File: config.mk
export PLATFORM = sky130hd
export DESIGN_NAME = scratch_stack_ctrl
export DESIGN_NICKNAME = d
export VERILOG_FILES = /design/src/rtl/scratch_stack_ctrl.sv
export SDC_FILE = /design/constraint.sdc
export NUM_CORES = 1
export LEC_CHECK = 0
export BUFFER_PORTS_ARGS = -buffer_cell sky130_fd_sc_hd__clkbuf_2
export CORE_UTILIZATION = 45
export DETAILED_ROUTE_END_ITERATION = 6
export HOLD_SLACK_MARGIN = 0.06
export PLACE_DENSITY = 0.75
export SYNTH_ARGS = -nofsm -noshare
export SYNTH_HDL_FRONTEND = slang
export SYNTH_SLANG_ARGS = --single-unit
File: constraint.sdc
create_clock -name CLK -period 1.8 [get_ports CLK]
set_input_delay 0.09 -clock CLK [delete_from_list [all_inputs] [get_ports CLK]]
set_output_delay 0.09 -clock CLK [all_outputs]
set_load 0.005 [all_outputs]
File: src/rtl/scratch_stack_ctrl.sv
// Scratch RAM initiator: owns the stack pointer and sequences push/pop/store/load/SP-load
// requests through an IDLE -> ACCESS -> RESP handshake with a one-cycle DONE pulse.
module scratch_stack_ctrl #(
    parameter int unsigned DATA_W   = 10,
    parameter int unsigned ADDR_W   = 8,
    parameter int unsigned DEPTH    = 256,
    parameter int unsigned SP_RESET = 0
) (
    input  logic              CLK,
    input  logic              RST_N,
    input  logic              REQ_PUSH,
    input  logic              REQ_POP,
    input  logic              REQ_ST,
    input  logic              REQ_LD,
    input  logic              REQ_SPLD,
    input  logic [ADDR_W-1:0] ADDR_IN,
    input  logic [DATA_W-1:0] WDATA,
    input  logic [DATA_W-1:0] SCR_DATA_OUT,
    output logic [ADDR_W-1:0] SCR_ADDR,
    output logic [DATA_W-1:0] SCR_DATA_IN,
    output logic              SCR_WE,
    output logic [DATA_W-1:0] RDATA,
    output logic [ADDR_W-1:0] SP_OUT,
    output logic              BUSY,
    output logic              DONE,
    output logic              OVF,
    output logic              UNF
);

    localparam int unsigned CNT_W = $clog2(DEPTH + 1);

    localparam logic [1:0] StIdle   = 2'd0;
    localparam logic [1:0] StAccess = 2'd1;
    localparam logic [1:0] StResp   = 2'd2;

    localparam logic [2:0] OpPush = 3'd0;
    localparam logic [2:0] OpPop  = 3'd1;
    localparam logic [2:0] OpSt   = 3'd2;
    localparam logic [2:0] OpLd   = 3'd3;
    localparam logic [2:0] OpSpld = 3'd4;

    logic [1:0]        state_q, state_d;
    logic [2:0]        op_q, op_d;
    logic [ADDR_W-1:0] addr_q, addr_d;
    logic [DATA_W-1:0] wdata_q, wdata_d;
    logic              we_q, we_d;
    logic [ADDR_W-1:0] sp_q, sp_d;
    logic [CNT_W-1:0]  cnt_q, cnt_d;
    logic [DATA_W-1:0] rdata_q, rdata_d;
    logic              done_q, done_d;
    logic              ovf_q, ovf_d;
    logic              unf_q, unf_d;
    // Set when a push hits a full stack or a pop hits an empty one.
    logic              rej_q, rej_d;

    logic any_req;
    assign any_req = REQ_PUSH | REQ_POP | REQ_ST | REQ_LD | REQ_SPLD;

    always_comb begin
        state_d = state_q;
        op_d    = op_q;
        addr_d  = addr_q;
        wdata_d = wdata_q;
        we_d    = 1'b0;
        sp_d    = sp_q;
        cnt_d   = cnt_q;
        rdata_d = rdata_q;
        done_d  = 1'b0;
        ovf_d   = 1'b0;
        unf_d   = 1'b0;
        rej_d   = rej_q;
        case (state_q)
            StIdle: begin
                // The DONE cycle still counts as busy, so requests wait for it to clear.
                if (any_req && !done_q) begin
                    state_d = StAccess;
                    wdata_d = WDATA;
                    rej_d   = 1'b0;
                    if (REQ_SPLD) begin
                        op_d   = OpSpld;
                        addr_d = ADDR_IN;
                    end else if (REQ_PUSH) begin
                        op_d   = OpPush;
                        addr_d = sp_q - 1'b1;
                        rej_d  = (cnt_q == CNT_W'(DEPTH));
                        we_d   = (cnt_q != CNT_W'(DEPTH));
                    end else if (REQ_POP) begin
                        op_d   = OpPop;
                        addr_d = sp_q;
                        rej_d  = (cnt_q == '0);
                    end else if (REQ_ST) begin
                        op_d   = OpSt;
                        addr_d = ADDR_IN;
                        we_d   = 1'b1;
                    end else begin
                        op_d   = OpLd;
                        addr_d = ADDR_IN;
                    end
                end
            end
            StAccess: begin
                state_d = StResp;
                if (op_q == OpPush && !rej_q) begin
                    sp_d  = sp_q - 1'b1;
                    cnt_d = cnt_q + 1'b1;
                end else if (op_q == OpPop && !rej_q) begin
                    sp_d  = sp_q + 1'b1;
                    cnt_d = cnt_q - 1'b1;
                end else if (op_q == OpSpld) begin
                    sp_d  = addr_q;
                    cnt_d = '0;
                end
            end
            StResp: begin
                state_d = StIdle;
                done_d  = 1'b1;
                ovf_d   = (op_q == OpPush) && rej_q;
                unf_d   = (op_q == OpPop) && rej_q;
                if ((op_q == OpPop && !rej_q) || op_q == OpLd) begin
                    rdata_d = SCR_DATA_OUT;
                end
            end
            default: state_d = StIdle;
        endcase
    end

    always_ff @(posedge CLK) begin
        if (!RST_N) begin
            state_q <= StIdle;
            op_q    <= OpPush;
            addr_q  <= '0;
            wdata_q <= '0;
            we_q    <= 1'b0;
            sp_q    <= ADDR_W'(SP_RESET);
            cnt_q   <= '0;
            rdata_q <= '0;
            done_q  <= 1'b0;
            ovf_q   <= 1'b0;
            unf_q   <= 1'b0;
            rej_q   <= 1'b0;
        end else begin
            state_q <= state_d;
            op_q    <= op_d;
            addr_q  <= addr_d;
            wdata_q <= wdata_d;
            we_q    <= we_d;
            sp_q    <= sp_d;
            cnt_q   <= cnt_d;
            rdata_q <= rdata_d;
            done_q  <= done_d;
            ovf_q   <= ovf_d;
            unf_q   <= unf_d;
            rej_q   <= rej_d;
        end
    end

    assign SCR_ADDR    = addr_q;
    assign SCR_DATA_IN = wdata_q;
    assign SCR_WE      = we_q;
    assign RDATA       = rdata_q;
    assign SP_OUT      = sp_q;
    assign BUSY        = (state_q != StIdle) | done_q;
    assign DONE        = done_q;
    assign OVF         = ovf_q;
    assign UNF         = unf_q;

endmodule
==> metrics, run 1 <==
status finished with violations; violated checks DRC, setup timing; Mapped Nets 420; Placed Area 3700 µm²; Cells after Synth 380; Port Buffers 75; CP max FO 8; vias in the first global route 3180; Core Region 6420 µm²; Reg2Reg Depth 5; Cell Pwr Density 835 nW/µm²; drt drc 4; Fin. Hold Viols 0; Max clock buf depth 2; Congestion Overflow GR 0; routability cong. 0.873; post-synth top area cell dfxtp_1; Final setup viols 7; Critical Path Stages 5; Critical Path Sink Type flop; Worst Hold Class in2reg; crit start category flop; crit path cell chain mux2_4, or3_4, buf_6, or4_1, a21oi_1; Final Critical Period 1.88 ns; CP Class reg2reg; per-cell routed wire length 16.0 µm; layout cells sized above 1 0.334; max-slew violation count 0; Max-Cap Viols 0; measured slew at the worst slew-check pin 0.658 ns; fmax 531 MHz; CP startpoint op_q[2]; Die ar. 7040 µm²; placed insts 547; CTS buffer count 5; top post-synthesis cells by area dfxtp_1 36%, nand2_1 5.4%, a21oi_1 5.3%; cell with the most instances after synthesis dfxtp_1; R2R setup slack -0.08 ns; CP delay by family, top simple AND/OR/NAND/NOR gates; Syn Area/Cell 7.94 µm²; Total Routed Length 9350 µm; Cell Rows 29; EDFF count, synth 0; Sink Count 55; required time worst endpoint 2.05 ns; initial drt markers 354; Layout Cells excl Fill 583; Tot GR Track Use 0.261; PnR worst setup slack -0.0837 ns; area grow syn2layout 38.5%; area of the mapped netlist 3020 µm²; Worst path slowest cell or4_1; nets@finish 545; initial antenna violation count 0; CTS Root Cell clkbuf_8; Pleak 1.84 nW; r2r endpoint cnt_q[2]; main flop type after synthesis dfxtp_1; post-route clock period utilization 1.05; ant diodes 0; worst path bufs/invs 1; Ports 76; Synth top area share 0.365; synth unique cells 66; maximum number of pins on one net before global-route repair 44; Post-synth ARST share 0; register area share after synthesis 0.365; DP HPWL 6150 µm; CTS tree built; clk_skew 0.00749 ns; WP data arrival 2.13 ns; Yosys warnings 0; list of most frequent post-synthesis cells 55 x dfxtp_1, 43 x nand2_1, 32 x a21oi_1; end of the critical path cnt_q[2]; R2R Path Start op_q[2]; Routed Antenna Nets 0; via count 3426; worst ir drop on vdd 0.000601 V; CTS H-tree lvls 2; slowest stage delay, CP 0.51 ns; RSZ-0062 raised after global routing yes; Die Ht 83.9 µm; Clock transition at path regs 0.11 ns; Rel. slew slack 0.561; Die Span X 83.9 µm; post-route cell area 4180 µm²; initial core utilization 0.470; FILL cells 526; final core occ 0.651; DRT Pass-1 Iters 7; vias per inst 5.88; worst skew pair latency 0.32 ns; global-route wire length before repair 15100 µm; Yosys reg bits 55
-- layout by cell type (no fill, tap or decap), drive strengths merged, types with 2 or more instances in the layout --
cell type	n
nand3	13
xnor2	2
ha	5
a21oi	32
xor2	3
o22ai	3
or4b	3
nand2	43
clkinv	2
nand4	6
nor2b	5
nor2	30
nor4bb	2
o31a	5
clkbuf	81
inv	12
o211ai	3
a41oi	2
nor4	7
dlygate4sd3	21
o31ai	2
dfxtp	55
o21ai	20
and4	3
mux2i	12
a22oi	3
a221oi	3
and2	3
nor3b	3
nor3	13
mux2	2
a31oi	7
or3	5
or4	10
a211oi	4
buf	53
o32ai	3
-- how the worst min path moves through the flow --
stage | slack [ns] | depth (start not counted) | endpoint | startpoint
after floorplan | 0.22 | 2 | state_q[0] | RST_N
after global placement | 0.31 | 3 | SCR_DATA_IN[3] | WDATA[3]
after detailed placement | 0.32 | 3 | SCR_DATA_IN[9] | WDATA[9]
after CTS | 0.09 | 3 | SCR_ADDR[4] | ADDR_IN[4]
after global routing | 0.11 | 3 | SCR_ADDR[0] | ADDR_IN[0]
final | 0.09 | 3 | SCR_ADDR[0] | ADDR_IN[0]
-- metrics by stage --
step	setup TNS [ns]	hold WS, ns	power [mW]	setup slack, ns
final	-0.441	0.0936	3.49	-0.0837
after global routing	-0.864	0.105	3.67	-0.115
after CTS	-0.230	0.0884	3.38	-0.0498
after detailed placement	-1.36	0.322	2.56	-0.110
after global placement	-0.330	0.312	2.53	-0.0409
after floorplan	0	0.220	2.08	0.000890
-- power by group --
part           switching (mW)  internal [mW]
Clock                   0.460          0.326
Sequential             0.0894           1.32
Combinational           0.678          0.620
Total                    1.23           2.26
-- cell type report --
cell class / instances / area (µm²) / share of cell area
multi-input cells: 282 / 1830 / 0.439
flip-flops and latches: 55 / 1100 / 0.264
repair buffers: 149 / 996 / 0.238
well taps: 77 / 96.3 / 0.0231
clock buffers: 6 / 82.6 / 0.0198
inverters: 12 / 45.0 / 0.0108
clock inverters: 2 / 20.0 / 0.00479
-- logic make-up (layout without fill, tap and decap cells) --
family          Yosys count  after routing  synth area share
xor+xnor                  5              5            0.0145
simple gates            154            154             0.268
compound gates          104            104             0.225
flops                    55             55             0.365
fa+ha+maj                 5              5            0.0207
mux                      14             14            0.0485
buf+inv                  43            169            0.0585
-- layer usage --
layer  wire length (µm)  track usage  vias to the layer above
met5                  0            0                        -
met4                159       0.0831                        0
met3                659       0.0495                       22
met2               4440        0.424                      154
met1               4090        0.350                     1597
li1                   -            -                     1653
-- sequential cells by signal (all words and copies together), names as in the netlist, 2 cells and up --
register	flops
RDATA	10
SCR_DATA_IN	10
cnt_q	9
SCR_ADDR	8
SP_OUT	8
op_q	3
state_q	2
-- repair_timing --
item                                    4_1_cts  5_1_grt
hold endpoints to repair                     21        0
buffers inserted                              2        4
pin swaps                                     2        5
resized for setup                             7       26
endpoints found under the setup margin       19       23
cloned                                        0        1
hold buffers                                 21        0
-- worst register-to-register path, delay by kind of cell, from the launching register on --
family | cells | cell delay (ns)
buf+inv | 1 | 0.15
simple gates | 2 | 0.86
compound gates | 1 | 0.15
flops | 1 | 0.36
mux | 1 | 0.31
No activity file was read; power rests on OpenSTA's default activity.
==> inputs of run 2 (changes only) <==
SKIP_LAST_GASP = 1   (was default)
==> metrics, run 2 (same netlist as run 1, synthesis figures left out) <==
per-cell routed wire length 16.0 µm; Sink Count 55; RSZ-0062 raised after global routing yes; Pleak 1.83 nW; maximum number of pins on one net before global-route repair 44; required time worst endpoint 2.05 ns; Tot GR Track Use 0.261; pre-CTS WS -0.110 ns; via count 3447; violated checks DRC, setup timing; worst ir drop on vdd 0.000599 V; ant diodes 0; routability cong. 0.873; R2R Path Start op_q[2]; Core Region 6420 µm²; end of the critical path cnt_q[6]; FILL cells 526; clk_skew 0.00585 ns; DP HPWL 6150 µm; WP data arrival 2.14 ns; Max clock buf depth 2; most frequent cells in the layout 75 x clkbuf_2, 53 x dfxtp_1, 49 x buf_4, 43 x nand2_1; Reg2Reg Depth 5; WHS 0.0924 ns; post-route clock period utilization 1.05; drt drc 2; global-route wire length before repair 15100 µm; Cell Rows 29; crit start category flop; Rel. slew slack 0.562; placed insts 547; Final Critical Period 1.89 ns; Final setup viols 7; Pwr Total 3.46 mW; post-route cell area 4150 µm²; measured slew at the worst slew-check pin 0.657 ns; initial antenna violation count 0; Die ar. 7040 µm²; CP startpoint op_q[2]; Die Span X 83.9 µm; CTS buffer count 5; CTS Root Cell clkbuf_8; area grow syn2layout 37.5%; layout cells sized above 1 0.329; DRT Pass-1 Iters 7; worst skew pair latency 0.32 ns; Clock transition at path regs 0.11 ns; Fin Setup TNS -0.396 ns; Max-Cap Viols 0; CTS H-tree lvls 2; final core occ 0.646; CP Class reg2reg; fmax 528 MHz; Ports 76; Die Ht 83.9 µm; Port Buffers 75; vias per inst 5.92; max-slew violation count 0; initial drt markers 314; Placed Area 3700 µm²; nets@finish 544; Worst Hold Class in2reg; Fin. Hold Viols 0; PnR worst setup slack -0.0923 ns; R2R setup slack -0.09 ns; commonest non-fill, non-tap cell in the layout clkbuf_2; initial core utilization 0.470; CTS tree built; Layout Cells excl Fill 582; Routed Antenna Nets 0; CP max FO 8; Critical Path Sink Type flop; status finished with violations; vias in the first global route 3180; r2r endpoint cnt_q[6]; Congestion Overflow GR 0; Cell Pwr Density 835 nW/µm²; Total Routed Length 9300 µm
run 2: worst min-delay path by stage:
stage,end,startpoint,slack (ns),depth (start not counted)
final,SCR_ADDR[4],ADDR_IN[4],0.09,3
after CTS,SCR_ADDR[4],ADDR_IN[4],0.09,3
after detailed placement,SCR_DATA_IN[9],WDATA[9],0.32,3
after global placement,SCR_DATA_IN[3],WDATA[3],0.31,3
after global routing,SCR_ADDR[0],ADDR_IN[0],0.11,3
after floorplan,state_q[0],RST_N,0.22,2
run 2: final cells by class:
cell class,count,area (µm²),share of cell area
Timing Repair Buffer,148,981,0.236
Clock buffer,6,82.6,0.0199
Clock inverter,2,20.0,0.00483
Tap cell,77,96.3,0.0232
Inverter,12,45.0,0.0109
Multi-Input combinational cell,282,1820,0.439
Sequential cell,55,1100,0.266
run 2: power by group:
| group | total, mW | internal (mW) | switching, mW |
|---|---|---|---|
| Combinational | 1.28 | 0.616 | 0.666 |
| Sequential | 1.40 | 1.32 | 0.0892 |
| Clock | 0.779 | 0.326 | 0.453 |
run 2: critical path: stages (launching register included):
cell and delay, ns:
dfxtp_2 0.36, mux2_4 0.31, or3_4 0.35, buf_6 0.15, or4_1 0.51, a21oi_1 0.15
run 2: timing repair:
item	4_1_cts	5_1_grt
hold endpoints to repair	21	0
setup buffers	2	3
resized for setup	6	21
pin swaps	1	5
cloned	0	1
setup endpoints to repair	19	23
hold buffers	21	0
run 2: per-layer routing:
layer | track usage | share of wire
met1 | 0.347 | 0.43
met4 | 0.0831 | 0.015
met5 | 0 | 0
met2 | 0.426 | 0.48
met3 | 0.0495 | 0.073
==> inputs of run 3 (changes only) <==
ABC_AREA = 0   (was default)
CELL_PAD_IN_SITES_DETAIL_PLACEMENT = 1   (was default)
CELL_PAD_IN_SITES_GLOBAL_PLACEMENT = 2   (was default)
CORE_UTILIZATION = 27   (was 45)
PLACE_DENSITY = 0.78   (was 0.75)
==> metrics, run 3 (same netlist as run 1, synthesis figures left out) <==
vias per inst 5.20; Final Critical Period 1.86 ns; Worst Hold Class in2reg; Ports 76; Die Span X 108 µm; DP HPWL 7800 µm; Congestion Overflow GR 0; CTS buffer count 5; PnR worst setup slack -0.0645 ns; R2R Path Start op_q[2]; RSZ-0062 raised after global routing yes; worst hold start ADDR_IN[4]; nets@finish 546; Clock transition at path regs 0.11 ns; combinational fraction of design power 0.364; ant diodes 0; per-cell routed wire length 16.6 µm; Seq pwr share 0.393; Rel. slew slack 0.568; crit start category flop; measured slew at the worst slew-check pin 0.642 ns; via count 3364; global-route wire length before repair 17600 µm; drt drc 0; layout cells sized above 1 0.316; worst ir drop on vdd 0.000394 V; CTS H-tree lvls 2; fmax 536 MHz; clk_skew 0.00867 ns; area grow syn2layout 41.2%; violated checks setup timing; worst skew pair latency 0.32 ns; Final setup viols 8; Critical Path Sink Type flop; status finished with violations; post-route clock period utilization 1.04; CTS tree built; pre-CTS WS -0.0919 ns; required time worst endpoint 2.06 ns; initial drt markers 122; Routed Antenna Nets 0; Tot GR Track Use 0.192; Power Internal 2.36 mW; maximum number of pins on one net before global-route repair 44; CP Class reg2reg; CP max FO 13; initial antenna violation count 0; Pleak 1.85 nW; WP data arrival 2.13 ns; Core Region 10800 µm²; Total Routed Length 10700 µm; Die Ht 108 µm; Port Buffers 75; Cell Rows 38; initial core utilization 0.278; Max clock buf depth 2; Fin. Hold Viols 0; Max-Cap Viols 0; Pwr Total 3.58 mW; CTS Root Cell clkbuf_8; Switch Pwr 1.23 mW; Cell Pwr Density 841 nW/µm²; vias in the first global route 3463; CP startpoint op_q[2]; Clk network pwr share 0.243; DRT Pass-1 Iters 4; routability cong. 0.840; most frequent cells in the layout 75 x clkbuf_2, 53 x dfxtp_1, 49 x buf_4, 43 x nand2_1, 30 x a21oi_1; Sw Share 0.343; Die ar. 11600 µm²; Sink Count 55; final core occ 0.393; commonest non-fill, non-tap cell in the layout clkbuf_2; max-slew violation count 0
==> run 3: cell type report <==
type | count | area [µm²]
multi-input cells | 282 | 1780
fillers | 1336 | 6580
repair buffers | 150 | 1040
inverters | 12 | 45.0
well taps | 140 | 175
flip-flops and latches | 55 | 1100
clock buffers | 5 | 68.8
clock inverters | 3 | 43.8
==> run 3: worst paths after layout <==
| path | endpoint | slack [ns] | depth (start not counted) |
|---|---|---|---|
| max | cnt_q[4] | -0.06 | 5 |
| max reg2reg | cnt_q[4] | -0.06 | 5 |
| min | SCR_ADDR[4] | 0.11 | 3 |
| min reg2reg | SCR_DATA_IN[1] | 0.46 | 2 |
==> run 3: metal layers <==
layer	routed length, µm	share of wire	GRT usage
met1	4780	0.45	0.243
met2	5320	0.50	0.329
met3	440	0.041	0.0333
met4	189	0.018	0.0616
met5	0	0	0
==> run 3: what timing repair did <==
action | in CTS | in global routing
gates resized for setup | 7 | 10
hold buffers | 21 | 0
endpoints found under the setup margin | 8 | 23
setup buffers | 2 | 1
gates cloned | 0 | 0
pin swaps | 4 | 0
endpoints found under the hold margin | 21 | 0
==> run 3: power groups by stage <==
stage	sequential, mW	combinational, mW	clock, mW
floorplan	1.42	0.658	0
global placement	1.43	1.19	0
detailed placement	1.44	1.22	0
CTS	1.41	1.28	0.900
global route	1.42	1.44	0.952
finish	1.41	1.30	0.869
==> run 3: through the flow <==
step	hold slack (ns)	cells	TNS, ns	instance area (µm²)
6_report	0.109	647	-0.340	4260
5_1_grt	0.127	647	-1.17	4260
4_1_cts	0.104	646	-0.390	4220
3_5_place_dp	0.321	615	-0.542	3870
3_3_place_gp	0.314	615	-0.231	3870
2_1_floorplan	0.220	380	0	3030
==> run 3: worst max-delay path, cell delays in order (launching register included) <==
cell and delay [ns]:
dfxtp_2 0.36, mux2_4 0.30, or3_1 0.32, buf_6 0.16
or4_1 0.52, a21oi_2 0.14
